File: src/rtl/rvv_group_sequencer_if.sv
// Request/micro-op bundle between decode, the LMUL group sequencer and the
// vRegFile/vALU pipeline. The sequencer takes the slave side; decode and the
// downstream pipeline together form the master side.
interface rvv_group_sequencer_if #(
  parameter int VLEN  = 64,
  parameter int AVL_W = 8
);
  logic              in_valid;
  logic              in_ready;
  logic              in_vset;
  logic [2:0]        in_sew;
  logic [2:0]        in_lmul;
  logic [AVL_W-1:0]  in_avl;
  logic [4:0]        in_vs1;
  logic [4:0]        in_vs2;
  logic [4:0]        in_vd;
  logic [3:0]        in_op;
  logic              uop_valid;
  logic              uop_ready;
  logic [4:0]        uop_raA;
  logic [4:0]        uop_raB;
  logic [4:0]        uop_wa;
  logic [3:0]        uop_op;
  logic [2:0]        uop_sew;
  logic [VLEN/8-1:0] uop_mask;
  logic              uop_last;

  modport master (
    output in_valid, in_vset, in_sew, in_lmul, in_avl, in_vs1, in_vs2, in_vd, in_op,
    output uop_ready,
    input  in_ready,
    input  uop_valid, uop_raA, uop_raB, uop_wa, uop_op, uop_sew, uop_mask, uop_last
  );

  modport slave (
    input  in_valid, in_vset, in_sew, in_lmul, in_avl, in_vs1, in_vs2, in_vd, in_op,
    input  uop_ready,
    output in_ready,
    output uop_valid, uop_raA, uop_raB, uop_wa, uop_op, uop_sew, uop_mask, uop_last
  );
endinterface

File: src/rtl/rvv_group_sequencer.sv
// LMUL group sequencer: holds vl/vtype, executes vsetvl-type requests and
// expands each arithmetic instruction into one micro-op per group register
// with a byte-enable mask covering only body elements.
// Optional build macro RVV_VL_SKIP_EN: when defined, registers lying wholly
// past vl are not issued; otherwise all 2^lmul micro-ops are issued and the
// tail registers carry an all-zero mask.
module rvv_group_sequencer #(
  parameter int VLEN  = 64,
  parameter int AVL_W = 8
) (
  input  logic                  clk,
  input  logic                  rst,
  rvv_group_sequencer_if.slave  bus,
  output logic [$clog2(VLEN):0] vl,
  output logic [6:0]            vtype,
  output logic                  illegal
);
  localparam int VL_W = $clog2(VLEN) + 1;
  localparam int NB   = VLEN / 8;
  localparam int DW   = VL_W + 3;
  localparam int CW   = (AVL_W > VL_W) ? AVL_W : VL_W;

  typedef enum logic {IDLE, ISSUE} state_t;

  state_t          r_state;
  state_t          w_nextState;
  logic [VL_W-1:0] r_vl;
  logic            r_vill;
  logic [1:0]      r_sew;
  logic [1:0]      r_lmul;
  logic [4:0]      r_vs1;
  logic [4:0]      r_vs2;
  logic [4:0]      r_vd;
  logic [3:0]      r_op;
  logic [2:0]      r_k;
  logic            r_illegal;

  logic            w_accept;
  logic            w_uopFire;
  logic            w_last;
  logic            w_vsetLegal;
  logic [CW-1:0]   w_vlmax;
  logic [CW-1:0]   w_avl;
  logic [VL_W-1:0] w_newVl;
  logic [5:0]      w_grp;
  logic [4:0]      w_grpMask;
  logic            w_arithBad;
  logic [VL_W-1:0] w_epr;
  logic [DW-1:0]   w_done;
  logic [DW-1:0]   w_rem;
  logic [DW-1:0]   w_active;
  logic [DW-1:0]   w_bytes;

  assign w_accept  = bus.in_valid && (r_state == IDLE);
  assign w_uopFire = (r_state == ISSUE) && bus.uop_ready;

  assign vl      = r_vl;
  assign vtype   = {r_vill, 1'b0, r_sew, 1'b0, r_lmul};
  assign illegal = r_illegal;

  // Request decode: new vl for a vset, legality of an arithmetic group.
  always_comb begin
    w_vsetLegal = !bus.in_sew[2] && !bus.in_lmul[2];
    w_vlmax     = CW'((NB >> bus.in_sew[1:0]) << bus.in_lmul[1:0]);
    w_avl       = CW'(bus.in_avl);
    w_newVl     = (w_avl < w_vlmax) ? VL_W'(w_avl) : VL_W'(w_vlmax);
    w_grp       = 6'd1 << r_lmul;
    w_grpMask   = 5'(w_grp - 6'd1);
    w_arithBad  = r_vill
                  || (|(bus.in_vs1 & w_grpMask))
                  || (|(bus.in_vs2 & w_grpMask))
                  || (|(bus.in_vd & w_grpMask))
                  || (({1'b0, bus.in_vd} + w_grp) > 6'd32);
  end

  // Current micro-op geometry: body bytes of register k and whether it ends the group.
  always_comb begin
    w_epr    = VL_W'(NB >> r_sew);
    w_done   = DW'(r_k) * DW'(w_epr);
    w_rem    = (DW'(r_vl) > w_done) ? (DW'(r_vl) - w_done) : '0;
    w_active = (w_rem < DW'(w_epr)) ? w_rem : DW'(w_epr);
    w_bytes  = w_active << r_sew;
`ifdef RVV_VL_SKIP_EN
    w_last   = ((w_done + DW'(w_epr)) >= DW'(r_vl));
`else
    w_last   = (r_k == 3'(w_grp - 6'd1));
`endif
  end

  // FSM state register.
  always_ff @(posedge clk or negedge rst) begin
    if (!rst) r_state <= IDLE;
    else      r_state <= w_nextState;
  end

  // FSM next state: enter ISSUE on a legal non-empty group, leave on the last handshake.
  always_comb begin
    w_nextState = r_state;
    case (r_state)
      IDLE:    if (w_accept && !bus.in_vset && !w_arithBad && (r_vl != '0)) w_nextState = ISSUE;
      ISSUE:   if (w_uopFire && w_last) w_nextState = IDLE;
      default: w_nextState = IDLE;
    endcase
  end

  // FSM outputs: every micro-op field derives only from registered state, zero outside ISSUE.
  always_comb begin
    bus.in_ready  = (r_state == IDLE);
    bus.uop_valid = (r_state == ISSUE);
    bus.uop_raA   = '0;
    bus.uop_raB   = '0;
    bus.uop_wa    = '0;
    bus.uop_op    = '0;
    bus.uop_sew   = '0;
    bus.uop_mask  = '0;
    bus.uop_last  = 1'b0;
    if (r_state == ISSUE) begin
      bus.uop_raA  = r_vs1 + {2'b00, r_k};
      bus.uop_raB  = r_vs2 + {2'b00, r_k};
      bus.uop_wa   = r_vd + {2'b00, r_k};
      bus.uop_op   = r_op;
      bus.uop_sew  = {1'b0, r_sew};
      bus.uop_last = w_last;
      for (int i = 0; i < NB; i++) bus.uop_mask[i] = (DW'(i) < w_bytes);
    end
  end

  // CSR state, latched instruction, micro-op index and the illegal pulse.
  always_ff @(posedge clk or negedge rst) begin
    if (!rst) begin
      r_vl      <= '0;
      r_vill    <= 1'b1;
      r_sew     <= '0;
      r_lmul    <= '0;
      r_vs1     <= '0;
      r_vs2     <= '0;
      r_vd      <= '0;
      r_op      <= '0;
      r_k       <= '0;
      r_illegal <= 1'b0;
    end else begin
      r_illegal <= 1'b0;
      if (w_accept && bus.in_vset) begin
        if (w_vsetLegal) begin
          r_vill <= 1'b0;
          r_vl   <= w_newVl;
          r_sew  <= bus.in_sew[1:0];
          r_lmul <= bus.in_lmul[1:0];
        end else begin
          r_vill    <= 1'b1;
          r_vl      <= '0;
          r_sew     <= '0;
          r_lmul    <= '0;
          r_illegal <= 1'b1;
        end
      end else if (w_accept) begin
        if (w_arithBad) begin
          r_illegal <= 1'b1;
        end else begin
          r_vs1 <= bus.in_vs1;
          r_vs2 <= bus.in_vs2;
          r_vd  <= bus.in_vd;
          r_op  <= bus.in_op;
          r_k   <= '0;
        end
      end else if (w_uopFire) begin
        r_k <= r_k + 3'd1;
      end
    end
  end
endmodule

File: src/flat_wrapper.sv
// flat-port wrapper written by rule: the top's interface ports become plain ports
module rvv_group_sequencer_flat 
#(
  parameter int VLEN  = 64,
  parameter int AVL_W = 8
)
  (clk, rst, vl, vtype, illegal, bus_in_valid, bus_in_vset, bus_in_sew, bus_in_lmul, bus_in_avl, bus_in_vs1, bus_in_vs2, bus_in_vd, bus_in_op, bus_uop_ready, bus_in_ready, bus_uop_valid, bus_uop_raA, bus_uop_raB, bus_uop_wa, bus_uop_op, bus_uop_sew, bus_uop_mask, bus_uop_last);
  rvv_group_sequencer_if #(.VLEN(VLEN), .AVL_W(AVL_W)) bus_i ();
  input  logic clk;
  input  logic rst;
  output logic [$clog2(VLEN):0] vl;
  output logic [6:0] vtype;
  output logic illegal;
  input wire logic [$bits(bus_i.in_valid)-1:0] bus_in_valid;
  input wire logic [$bits(bus_i.in_vset)-1:0] bus_in_vset;
  input wire logic [$bits(bus_i.in_sew)-1:0] bus_in_sew;
  input wire logic [$bits(bus_i.in_lmul)-1:0] bus_in_lmul;
  input wire logic [$bits(bus_i.in_avl)-1:0] bus_in_avl;
  input wire logic [$bits(bus_i.in_vs1)-1:0] bus_in_vs1;
  input wire logic [$bits(bus_i.in_vs2)-1:0] bus_in_vs2;
  input wire logic [$bits(bus_i.in_vd)-1:0] bus_in_vd;
  input wire logic [$bits(bus_i.in_op)-1:0] bus_in_op;
  input wire logic [$bits(bus_i.uop_ready)-1:0] bus_uop_ready;
  output wire logic [$bits(bus_i.in_ready)-1:0] bus_in_ready;
  output wire logic [$bits(bus_i.uop_valid)-1:0] bus_uop_valid;
  output wire logic [$bits(bus_i.uop_raA)-1:0] bus_uop_raA;
  output wire logic [$bits(bus_i.uop_raB)-1:0] bus_uop_raB;
  output wire logic [$bits(bus_i.uop_wa)-1:0] bus_uop_wa;
  output wire logic [$bits(bus_i.uop_op)-1:0] bus_uop_op;
  output wire logic [$bits(bus_i.uop_sew)-1:0] bus_uop_sew;
  output wire logic [$bits(bus_i.uop_mask)-1:0] bus_uop_mask;
  output wire logic [$bits(bus_i.uop_last)-1:0] bus_uop_last;
  assign bus_i.in_valid = bus_in_valid;
  assign bus_i.in_vset = bus_in_vset;
  assign bus_i.in_sew = bus_in_sew;
  assign bus_i.in_lmul = bus_in_lmul;
  assign bus_i.in_avl = bus_in_avl;
  assign bus_i.in_vs1 = bus_in_vs1;
  assign bus_i.in_vs2 = bus_in_vs2;
  assign bus_i.in_vd = bus_in_vd;
  assign bus_i.in_op = bus_in_op;
  assign bus_i.uop_ready = bus_uop_ready;
  assign bus_in_ready = bus_i.in_ready;
  assign bus_uop_valid = bus_i.uop_valid;
  assign bus_uop_raA = bus_i.uop_raA;
  assign bus_uop_raB = bus_i.uop_raB;
  assign bus_uop_wa = bus_i.uop_wa;
  assign bus_uop_op = bus_i.uop_op;
  assign bus_uop_sew = bus_i.uop_sew;
  assign bus_uop_mask = bus_i.uop_mask;
  assign bus_uop_last = bus_i.uop_last;
  rvv_group_sequencer #(.VLEN(VLEN), .AVL_W(AVL_W)) u_core (.clk(clk), .rst(rst), .bus(bus_i), .vl(vl), .vtype(vtype), .illegal(illegal));
endmodule
File: config.mk
export PLATFORM = sky130hd
export DESIGN_NAME = rvv_group_sequencer_flat
export DESIGN_NICKNAME = d
export VERILOG_FILES = /design/src/rtl/rvv_group_sequencer_if.sv /design/src/rtl/rvv_group_sequencer.sv /design/src/flat_wrapper.sv
export SDC_FILE = /design/constraint.sdc
export NUM_CORES = 1
export LEC_CHECK = 0
export ABC_AREA = 0
export ABC_CLOCK_PERIOD_IN_PS = 6100
export CAP_MARGIN = 10
export CORE_MARGIN = 10
export CORE_UTILIZATION = 46
export DETAILED_ROUTE_END_ITERATION = 8
export HOLD_SLACK_MARGIN = 0.08
export PLACE_DENSITY = 0.88
export RECOVER_POWER = 100
export SLEW_MARGIN = 40
export SYNTH_ARGS = -nofsm -noshare
export SYNTH_HDL_FRONTEND = slang
export SYNTH_SLANG_ARGS = --single-unit
File: constraint.sdc
create_clock -name clk -period 6.1 [get_ports clk]
set_clock_uncertainty 0.15 [all_clocks]
set_input_delay 1.22 -clock clk [delete_from_list [all_inputs] [get_ports clk]]
set_output_delay 1.22 -clock clk [all_outputs]
set_load 0.05 [all_outputs]
==> results of run 1 <==
==> cells in the mapped netlist (all sizes together), types with 8 or more instances <==
library cell and n:
and2 17, mux2i 9, inv 26, nor3 10, nand2b 9, a21oi 21, nor2 35, and3 8
xnor2 10, o21ai 18, mux2 17, fa 8, dfrtp 35, nand2 26, ha 38, nor2b 8
==> area by class of cell <==
type / count / area (µm²) / area share [%]
Multi-Input combinational cell: 308 / 2610 / 52.8
Timing Repair Buffer: 111 / 1100 / 22.3
Sequential cell: 36 / 905 / 18.3
Tap cell: 99 / 124 / 2.51
Inverter: 27 / 106 / 2.15
Clock buffer: 6 / 82.6 / 1.67
Clock inverter: 2 / 13.8 / 0.279
==> power groups by stage <==
stage	clock network [µW]	registers, µW	logic, µW
floorplan	0	389	448
CTS	183	375	707
global placement	0	374	616
global route	195	388	822
detailed placement	0	378	647
finish	181	377	754
==> sequential cells by signal, summed over array words and instances (netlist names) <==
signal and count:
u_core.illegal 1, u_core.r_op 4, u_core.vl 7, u_core.r_vill 1, u_core.bus.uop_valid 1, u_core.r_lmul 2, u_core.r_vs1 5, u_core.r_k 3
u_core.r_vs2 5, u_core.r_vd 5, u_core.r_sew 2
==> repair_timing <==
action	4_1_cts	5_1_grt
gates resized for setup	17	15
setup endpoints to repair	8	8
pin swaps	24	20
buffers inserted	10	7
gates cloned	0	0
hold buffers	0	0
==> stage by stage <==
stage / hold WS, ns / std cells / utilization (%)
2_1_floorplan: 0.299 / 385 / -
3_3_place_gp: 0.309 / 565 / 62.6
3_5_place_dp: 0.331 / 565 / 62.6
4_1_cts: 0.340 / 582 / 66.1
5_1_grt: 0.356 / 589 / 67.7
6_report: 0.340 / 589 / 67.7
==> worst max-delay path, delay by kind of cell (launching register included) <==
kind	cells	cell delay, ns
buf+inv	4	0.56
fa+ha+maj	5	1.37
simple gates	7	1.26
flops	1	0.49
compound gates	6	1.01
==> cells by family after synthesis <==
kind of cell	count (synthesis)
AND/OR/NAND/NOR	134
AO/OA/AOI/OAI	83
adder cells (fa/ha/maj)	46
buffers and inverters	41
flip-flops	36
multiplexers	26
XOR/XNOR	16
other	1
==> worst max-delay path by stage <==
stage,startpoint,endpoint,slack [ns]
floorplan,u_core.r_sew[1],bus_uop_mask[6],0.002
global placement,u_core.r_sew[1],bus_uop_mask[5],0.13
detailed placement,u_core.r_sew[1],bus_uop_mask[5],-0.06
CTS,u_core.r_sew[0],bus_uop_mask[4],-0.15
global route,u_core.r_sew[0],bus_uop_mask[4],-0.41
finish,u_core.r_sew[1],bus_uop_mask[5],-0.25
==> layer usage <==
layer,routed length (µm),up-vias,global-route usage [%]
met4,179,0,3.77
li1,-,1574,-
met2,5570,108,33.3
met3,536,17,3.17
met1,4290,1632,21.2
met5,0,-,0
==> summary.md, run 1 <==
| Metric | Value |
|---|---|
| Slowest stage delay, CP | `slightly below 0.5 ns` |
| Pins Over Slew Limit | `37` |
| Initial antenna violation count | `0` |
| P_leak | `between 0.002 and 0.0025 µW` |
| Placement Setup Slack | `-0.0568 ns` |
| Worst min-delay path class | `reg2reg` |
| Hold Startpoint | `u_core.r_vill` |
| Final hold vios | `0` |
| CP Max Fanout | `5` |
| Area leader, netlist | `dfrtp_1` |
| Multiplexer share of the synthesized area | `under 10%` |
| Peak supply drop | `approximately 0.00014 V` |
| Final min period | `6.35 ns` |
| Pwr Density | `around 270 nW/µm²` |
| DP HPWL | `about 8100 µm` |
| CTS Buffer Depth | `2` |
| Seq pwr share | `~29%` |
| Port Buffers | `between 80 and 90` |
| Relative slew slack | `-27.5%` |
| Worst R2R Start | `u_core.r_lmul[1]` |
| Sequential share of the synthesized area | `a little over a quarter` |
| # Max-Cap Violations | `1` |
| Setup CP Type | `reg2out` |
| Insertion delay to the later sink of the worst-skew pair | `~0.29 ns` |
| CTS tree | `done` |
| Root Buffer Master | `clkbuf_8` |
| RSZ-0062 raised after global routing | `yes` |
| Setup ws final | `-0.247 ns` |
| Main synth FF type | `dfrtp_1` |
| Syn Inst Count | `approximately 380` |
| Placement Cell Area | `4570 µm²` |
| Top-area cell type share of the netlist area | `25.4%` |
| Most frequent cells in the layout | `clkdlybuf4s50_1 (60), ha_1 (33), dfrtp_1 (33)` |
| Clock power frac | `13.8%` |
| Starting Density | `between 40% and 50%` |
| Finished Cell Area | `a little under 5000 µm²` |
| Post-Synth XOR/XNOR Area | `under 10%` |
| Switching Share | `between 40% and 50%` |
| Psw | `approximately 540 µW` |
| Logic gate share of total power | `57.5%` |
| Die area | `around 11000 µm²` |
| Die Y | `107 µm` |
| Post-synthesis register bit count | `36` |
| Area share of fa/ha/maj cells after synthesis | `18.4%` |
| Most common cell after layout, fill and taps aside | `clkdlybuf4s50_1` |
| Crit-path cells | `inv_4 -> buf_4 -> and3_4 -> fa_2 -> ha_4 -> fa_2 -> a21o_1 -> a21oi_2 -> ha_1 -> nand3_2 -> or3_4 -> o221ai_4 -> nor2_2 -> ha_2 -> or3_1 -> o221ai_2 -> o211a_1 -> nand4_1 -> buf_6 -> a2111oi_4 -> nor2_2 -> buf_6` |
| EDFF count, synth | `0` |
| Placer Congestion | `roughly 0.89` |
| Drt pass-1 iters | `4` |
| Ant diodes | `0` |
| Setup-failing EPs final | `8` |
| Detail Route Antenna Nets | `0` |
| Largest cells by area after synthesis | `dfrtp_1 (25%), ha_1 (14%), mux2_4 (5.2%)` |
| FILL cells | `about 550` |
| Hold Crit Endpoint | `u_core.r_vill` |
| Depth of the CTS H-tree | `2` |
| Asr flop ratio synth | `100%` |
| TNS Setup | `-1.38 ns` |
| Wire per inst | `around 18 µm` |
| Power, Total | `1310 µW` |
| CP Capture Type | `output pin` |
| CP arrival | `about 5 ns` |
| Largest net degree at the start of global routing | `37` |
| Compound-Gate Fraction of Synth Area | `between 10% and 20%` |
| TritonCTS buffer count | `5` |
| Die X | `about 110 µm` |
| Final period util | `104%` |
| Synth-to-Final Area Change | `43.0%` |
| Core box area | `7290 µm²` |
| Critical Path Start Type | `flip-flop` |
| Final nets | `573` |
| CTS clock-pin slew for the worst setup and hold paths | `approximately 0.070 ns` |
| Fmax | `158 MHz` |
| Hold Path Depth | `2` |
| Share of cells above drive strength 1 | `a little over a fifth` |
| Worst slew pin tran | `~1.9 ns` |
| First-pass GRT wire length | `between 15000 and 20000 µm` |
| Vias in the first global route | `approximately 3400` |
| Reg2Reg Setup Slack | `2.93 ns` |
| Status | `finished with violations` |
| Total wire length | `around 11000 µm` |
| Average size of a mapped cell | `~9 µm²` |
| Data required time at the worst endpoint | `about 4.7 ns` |
| Main combinational cell family by area after synthesis | `simple AND/OR/NAND/NOR gates` |
| Clock sink total | `36` |
| Cells on worst reg2reg path | `9` |
| Via-to-Cell Ratio | `around 5.7` |
| RR Endpoint | `u_core.r_vd[0]` |
| Int Pwr | `767 µW` |
| Vias | `approximately 3300` |
| Io pins | `86` |
| Violated checks | `max-capacitance violations, max-slew violations, negative setup slack` |
| Slowest CP cell | `dfrtp_2` |
| Synth Cell Area | `3450 µm²` |
| Cell row count | `31` |
| GRT overflow | `0` |
| DR DRC count | `0` |
| Initial DRC count | `148` |
| Post-Synth Simple-Gate Area | `roughly 20%` |
| GR Util All Layers | `between 15 and 20%` |
| Synth unique cells | `53` |
| Yosys Warn Count | `0` |
Note: power is estimated with default switching activity, not from simulation.
==> inputs of run 2 (changes only) <==
--- a/config.mk
+++ b/config.mk
@@ -11,10 +11,8 @@
 export CORE_MARGIN = 10
 export CORE_UTILIZATION = 46
 export DETAILED_ROUTE_END_ITERATION = 8
-export HOLD_SLACK_MARGIN = 0.08
 export PLACE_DENSITY = 0.88
 export RECOVER_POWER = 100
-export SLEW_MARGIN = 40
 export SYNTH_ARGS = -nofsm -noshare
 export SYNTH_HDL_FRONTEND = slang
 export SYNTH_SLANG_ARGS = --single-unit
==> run 2 against run 1 <==
  * The flow still finishes with violations (max-capacitance violations, max-slew violations, negative setup slack)
  * Wire length barely moved
  * Worst setup slack gained 0.0068 ns
  * Clock-buffer cell count unchanged
  * Combinational power about the same
  * Flip-flop and latch count is the same
  * Via count up 0.42%
  * Largest cell class unchanged
==> summary.md, run 2 (synthesis gave the netlist of run 1 again) <==
| Metric | Value |
|---|---|
| Status | `finished with violations (unchanged)` |
| Violated checks | `max-capacitance violations, max-slew violations, negative setup slack (unchanged)` |
| M2 GR Usage | `33.3% (unchanged)` |
| Initial DRC count | `135 (was 148)` |
| WP buf/inv | `4 (unchanged)` |
| Peak supply drop | `0.000145 V (was 0.000144 V)` |
| Cell row count | `31 (unchanged)` |
| Core box area | `7290 µm² (unchanged)` |
| CP Max Fanout | `5 (unchanged)` |
| Drt pass-1 iters | `4 (unchanged)` |
| Logic gate share of total power | `57.4% (was 57.5%)` |
| Fmax | `158 MHz (about the same)` |
| GR peak layer | `met2 (unchanged)` |
| Crit-path leading delay family | `adder cells (unchanged)` |
| Setup CP Type | `reg2out (unchanged)` |
| Depth of the CTS H-tree | `2 (unchanged)` |
| P_leak | `0.00229 µW (unchanged)` |
| Die area | `11400 µm² (unchanged)` |
| Final min period | `6.34 ns (was 6.35 ns)` |
| CTS clock-pin slew for the worst setup and hold paths | `0.08 ns (was 0.07 ns)` |
| Placement Cell Area | `4570 µm² (unchanged)` |
| Insertion delay to the later sink of the worst-skew pair | `0.29 ns (about the same)` |
| GR Util All Layers | `18.0% (unchanged)` |
| Worst slew pin tran | `1.90 ns (was 1.91 ns)` |
| Finished Cell Area | `4940 µm² (unchanged)` |
| DR DRC count | `0 (unchanged)` |
| Setup ws final | `-0.240 ns (was -0.247 ns)` |
| Final hold slack | `0.335 ns (was 0.340 ns)` |
| Placer Congestion | `0.890 (unchanged)` |
| CP arrival | `4.97 ns (was 4.98 ns)` |
| Share of cells above drive strength 1 | `21.4% (unchanged)` |
| Die Y | `107 µm (unchanged)` |
| Pwr Density | `266 nW/µm² (about the same)` |
| Multi-input combinational cell area | `2610 µm² (unchanged)` |
| # Max-Cap Violations | `1 (unchanged)` |
| Largest net degree at the start of global routing | `37 (unchanged)` |
| Grt met1 use | `21.2% (unchanged)` |
| Crit-path cells | `inv_4 -> buf_4 -> and3_4 -> fa_2 -> ha_4 -> fa_2 -> a21o_1 -> a21oi_2 -> ha_1 -> nand3_2 -> or3_4 -> o221ai_4 -> nor2_2 -> ha_2 -> or3_1 -> o221ai_2 -> o211a_1 -> nand4_1 -> buf_6 -> a2111oi_4 -> nor2_2 -> buf_6 (unchanged)` |
| Synth-to-Final Area Change | `43.0% (unchanged)` |
| Psw | `545 µW (was 544 µW)` |
| Final nets | `573 (unchanged)` |
| Most frequent cells in the layout | `clkdlybuf4s50_1 (60), ha_1 (33), dfrtp_1 (33) (unchanged)` |
| Worst min-delay path class | `reg2reg (unchanged)` |
| Vias in the first global route | `3410 (unchanged)` |
| CTS Buffer Depth | `2 (unchanged)` |
| Final hold vios | `0 (unchanged)` |
| Relative slew slack | `-26.8% (was -27.5%)` |
| Int Pwr | `767 µW (about the same)` |
| Pins Over Slew Limit | `37 (unchanged)` |
| Vias | `3345 (was 3331)` |
| First-pass GRT wire length | `17000 µm (unchanged)` |
| Setup-failing EPs final | `8 (unchanged)` |
| Most common cell after layout, fill and taps aside | `clkdlybuf4s50_1 (unchanged)` |
| Data required time at the worst endpoint | `4.73 ns (about the same)` |
| Switching Share | `41.5% (about the same)` |
| Clock sink total | `36 (unchanged)` |
| Max reg flops | `7 (unchanged)` |
| GRT overflow | `0 (unchanged)` |
| RSZ-0062 raised after global routing | `yes (unchanged)` |
| Port Buffers | `82 (unchanged)` |
| Final period util | `104% (about the same)` |
| Seq. cell area | `905 µm² (unchanged)` |
| Detail Route Antenna Nets | `0 (unchanged)` |
| Die X | `107 µm (unchanged)` |
| Final core occ | `67.7% (unchanged)` |
| Post-CTS Hold Buffers | `0 (unchanged)` |
| TritonCTS buffer count | `5 (unchanged)` |
| TNS Setup | `-1.33 ns (was -1.38 ns)` |
| Slowest CP cell | `dfrtp_2 (unchanged)` |
| Critical Path Start Type | `flip-flop (unchanged)` |
| Wire per inst | `18.0 µm (about the same)` |
| Via-to-Cell Ratio | `5.68 (was 5.66)` |
| Io pins | `86 (unchanged)` |
| Seq pwr share | `28.7% (about the same)` |
| Root Buffer Master | `clkbuf_8 (unchanged)` |
| FILL cells | `555 (was 554)` |
| Ant diodes | `0 (unchanged)` |
| CTS tree | `done (unchanged)` |
| Starting Density | `47.4% (unchanged)` |
| DP HPWL | `8090 µm (unchanged)` |
| Total wire length | `10600 µm (about the same)` |
| GRT met3 Usage | `3.17% (unchanged)` |
| Clock power frac | `13.9% (was 13.8%)` |
| CP Capture Type | `output pin (unchanged)` |
| Initial antenna violation count | `0 (unchanged)` |
| Slowest stage delay, CP | `0.49 ns (about the same)` |
==> run 2: final cells by class <==
cell class / instances / share of cell area [%]
flip-flops and latches: 36 / 18.3
multi-input cells: 308 / 52.8
clock buffers: 6 / 1.67
repair buffers: 111 / 22.3
inverters: 27 / 2.15
well taps: 99 / 2.51
clock inverters: 2 / 0.279
==> run 2: per-layer routing <==
metal / up-vias / share of wire [%]
met3: 18 / 5.4
met2: 107 / 52
met1: 1640 / 40
met5: - / 0
met4: 0 / 1.7
li1: 1580 / -
==> run 2: worst reg2reg max path, cell delays in order (launching register included) <==
cell	delay (ns)
dfrtp_1	0.46
nor2_1	0.22
ha_1	0.21
inv_1	0.06
fa_1	0.48
nand2_1	0.07
a2111o_1	0.37
a21oi_1	0.32
o41ai_4	0.09
buf_4	0.28
mux2_4	0.34
==> run 2: power by group through the flow <==
stage	Sequential [µW]	Combinational, µW	Clock, µW
4_1_cts	375	707	183
6_report	377	753	182
5_1_grt	388	822	195
3_5_place_dp	378	647	0
3_3_place_gp	374	616	0
2_1_floorplan	389	448	0
==> run 2: worst paths after layout <==
kind / startpoint / slack [ns] / depth (start not counted) / end
max: u_core.r_sew[1] / -0.24 / 22 / bus_uop_mask[5]
max reg2reg: u_core.r_lmul[1] / 2.95 / 10 / u_core.r_vd[0]
min reg2reg: u_core.r_vill / 0.34 / 2 / u_core.r_vill
min: u_core.r_vill / 0.34 / 2 / u_core.r_vill
max in group asynchronous: rst / 2.72 / 2 / u_core.r_sew[0]
min in group asynchronous: rst / 1.85 / 2 / u_core.r_vs1[1]
==> run 2: per-stage QoR <==
step,std cells,total power [µW],worst slack (ns)
after floorplan,385,837,0.00195
after global placement,565,990,0.133
after detailed placement,565,1020,-0.0568
after CTS,582,1270,-0.153
after global routing,589,1400,-0.415
final,589,1310,-0.240
==> run 2: repair_timing <==
item,in CTS,in global routing
endpoints found under the setup margin,8,8
setup buffers,10,7
endpoints found under the hold margin,0,0
pin swaps,24,20
gates resized for setup,17,15
==> inputs of run 3 (changes only) <==
==> constraint.sdc (replaced) <==
create_clock -name clk -period 6.1 [get_ports clk]
set_clock_uncertainty 0.15 [all_clocks]
set_input_delay 1.22 -clock clk [delete_from_list [all_inputs] [get_ports clk]]
set_output_delay 1.22 -clock clk [all_outputs]
set_load 0.01 [all_outputs]
==> run 3 against run 2 <==
  * Core utilization up 1.7 points
  * Wire length up 11%
  * Clock-buffer cell count unchanged
  * Total power up 9.8%
  * The run still ends with max-capacitance violations, max-slew violations, negative setup slack left
  * Final cell count up 3.7%
  * Flip-flop and latch count unchanged
  * Via count up 5.6%
  * Sequential power up 2%
  * Cell area up 2.5%
  * Die area unchanged
  * Critical path depth down 1
  * First-iteration DRC count up 41%
==> summary.md, run 3 (synthesis gave the netlist of run 1 again) <==
| Metric | Value |
|---|---|
| Placer Congestion | `0.896 (was 0.890)` |
| # Max-Cap Violations | `1 (unchanged)` |
| Critical Path Start Type | `flip-flop (unchanged)` |
| CP Capture Type | `output pin (unchanged)` |
| Most frequent cells in the layout | `clkdlybuf4s50_1 (62), buf_4 (45), ha_1 (34) (was clkdlybuf4s50_1 (60), ha_1 (33), dfrtp_1 (33))` |
| Setup-failing EPs final | `8 (unchanged)` |
| Die Y | `107 µm (unchanged)` |
| CTS clock-pin slew for the worst setup and hold paths | `0.07 ns (was 0.08 ns)` |
| Seq. cell area | `905 µm² (unchanged)` |
| P_leak | `0.00240 µW (was 0.00229 µW)` |
| RSZ-0062 raised after global routing | `yes (unchanged)` |
| Placement Setup Slack | `-0.545 ns (was -0.0568 ns)` |
| Depth of the CTS H-tree | `2 (unchanged)` |
| Root Buffer Master | `clkbuf_8 (unchanged)` |
| Clock sink total | `36 (unchanged)` |
| Initial DRC count | `190 (was 135)` |
| Setup ws final | `-0.435 ns (was -0.240 ns)` |
| Detail Route Antenna Nets | `0 (unchanged)` |
| Status | `finished with violations (unchanged)` |
| Relative slew slack | `-27.7% (was -26.8%)` |
| Cell row count | `31 (unchanged)` |
| Io pins | `86 (unchanged)` |
| Violated checks | `max-capacitance violations, max-slew violations, negative setup slack (unchanged)` |
| Post-Layout Cell Count | `611 (was 589)` |
| Final hold vios | `0 (unchanged)` |
| Worst min-delay path class | `reg2reg (unchanged)` |
| Insertion delay to the later sink of the worst-skew pair | `0.29 ns (about the same)` |
| Multi-input combinational cell area | `2620 µm² (was 2610 µm²)` |
| Vias | `3531 (was 3345)` |
| Die X | `107 µm (unchanged)` |
| Vias in the first global route | `3795 (was 3410)` |
| Setup CP Type | `reg2out (unchanged)` |
| Final hold slack | `0.335 ns (about the same)` |
| Share of cells above drive strength 1 | `24.2% (was 21.4%)` |
| Final nets | `595 (was 573)` |
| Wire per inst | `19.2 µm (was 18.0 µm)` |
| Peak supply drop | `0.000118 V (was 0.000145 V)` |
| Largest net degree at the start of global routing | `37 (unchanged)` |
| Worst slew pin tran | `1.92 ns (was 1.90 ns)` |
| Cells on worst reg2reg path | `10 (unchanged)` |
| Pins Over Slew Limit | `37 (unchanged)` |
| CTS Buffer Depth | `2 (unchanged)` |
| Drt pass-1 iters | `4 (unchanged)` |
| First-pass GRT wire length | `18400 µm (was 17000 µm)` |
| Data required time at the worst endpoint | `4.73 ns (about the same)` |
| CP Max Fanout | `6 (was 5)` |
| Ant diodes | `0 (unchanged)` |
| GR Util All Layers | `19.6% (was 18.0%)` |
| Final period util | `107% (was 104%)` |
| FILL cells | `573 (was 555)` |
| Dpl cells | `583 (was 565)` |
| Max reg flops | `7 (unchanged)` |
| CTS tree | `done (unchanged)` |
| Initial antenna violation count | `0 (unchanged)` |
| Via-to-Cell Ratio | `5.78 (was 5.68)` |
| Most common cell after layout, fill and taps aside | `clkdlybuf4s50_1 (unchanged)` |
| Starting Density | `47.4% (unchanged)` |
| TritonCTS buffer count | `5 (unchanged)` |
| CP arrival | `5.17 ns (was 4.97 ns)` |
| GRT overflow | `0 (unchanged)` |
| Worst R2R Start | `u_core.r_lmul[1] (unchanged)` |
| Worst Setup SP | `u_core.r_sew[1] (unchanged)` |
| Fmax | `153 MHz (was 158 MHz)` |
| DP HPWL | `8310 µm (was 8090 µm)` |
| Pwr Density | `285 nW/µm² (was 266 nW/µm²)` |
| Hold Startpoint | `u_core.r_vill (unchanged)` |
| Port Buffers | `82 (unchanged)` |
| Core box area | `7290 µm² (unchanged)` |
| Total wire length | `11700 µm (was 10600 µm)` |
| Hold Path Depth | `2 (unchanged)` |
| Synth-to-Final Area Change | `46.6% (was 43.0%)` |
| Die area | `11400 µm² (unchanged)` |
| DR DRC count | `0 (unchanged)` |
| Final min period | `6.54 ns (was 6.34 ns)` |
## run 3: changes by cell type in the layout (fill, tap and decap cells not counted), sizes merged
cell	change
bufinv	+1
clkdlybuf4s50	+2
buf	+23
inv	-1
dlygate4sd3	-3
## run 3: per-layer routing
layer	vias to the layer above	GRT usage [%]	wire length, µm
met5	-	0	0
met4	0	10.1	530
met3	43	3.71	705
met2	158	35.5	6180
met1	1704	21.2	4330
li1	1626	-	-
## run 3: final cells by class
class | instances | area share [%]
well taps | 99 | 2.45
clock inverters | 2 | 0.692
multi-input cells | 308 | 51.8
repair buffers | 133 | 23.7
clock buffers | 6 | 1.43
flip-flops and latches | 36 | 17.9
inverters | 27 | 2.05
## run 3: what timing repair did
action                                  in CTS  in global routing
buffers inserted                            15                  6
pin swaps                                   25                 18
hold buffers                                 0                  0
endpoints found under the setup margin       8                  8
resized for setup                           68                 22
## run 3: worst paths after layout
kind                                   endpoint  slack (ns)
worst max register to register  u_core.r_vs2[1]        2.91
max in group asynchronous       u_core.r_sew[1]        3.25
min in group asynchronous        u_core.r_vd[4]        1.29
worst min-delay path              u_core.r_vill        0.34
worst max-delay path            bus_uop_mask[5]       -0.44
worst min register to register    u_core.r_vill        0.34
## run 3: metrics by stage
step	util, %	power, µW	TNS (ns)	area, µm²
floorplan	-	771	0	3460
global placement	62.4	947	-1.33	4550
detailed placement	62.4	985	-3.50	4550
CTS	67.4	1330	-0.929	4910
global route	69.4	1530	-3.76	5060
finish	69.4	1440	-2.30	5060
## run 3: worst max-delay path, cell delays in order (launching register included)
cell and delay, ns:
dfrtp_2 0.48, buf_4 0.16, and3_1 0.16, fa_1 0.52, buf_4 0.19, fa_2 0.54
inv_2 0.05, ha_4 0.27, nand3_1 0.08, or3_4 0.40, o221ai_4 0.09, nor2_2 0.07
ha_1 0.20, or3_4 0.41, o221ai_4 0.16, o211a_1 0.19, nand4_1 0.13, buf_4 0.18
buf_6 0.11, a2111oi_4 0.24, nor2_1 0.09, buf_2 0.15
## run 3: where the power goes
group / leakage (µW) / internal, µW / total, µW / switching, µW
Combinational: 0.00188 / 446 / 847 / 402
Sequential: 0.000463 / 313 / 385 / 72.3
Clock: 0.0000552 / 121 / 208 / 86.4
Total: 0.00240 / 880 / 1440 / 560
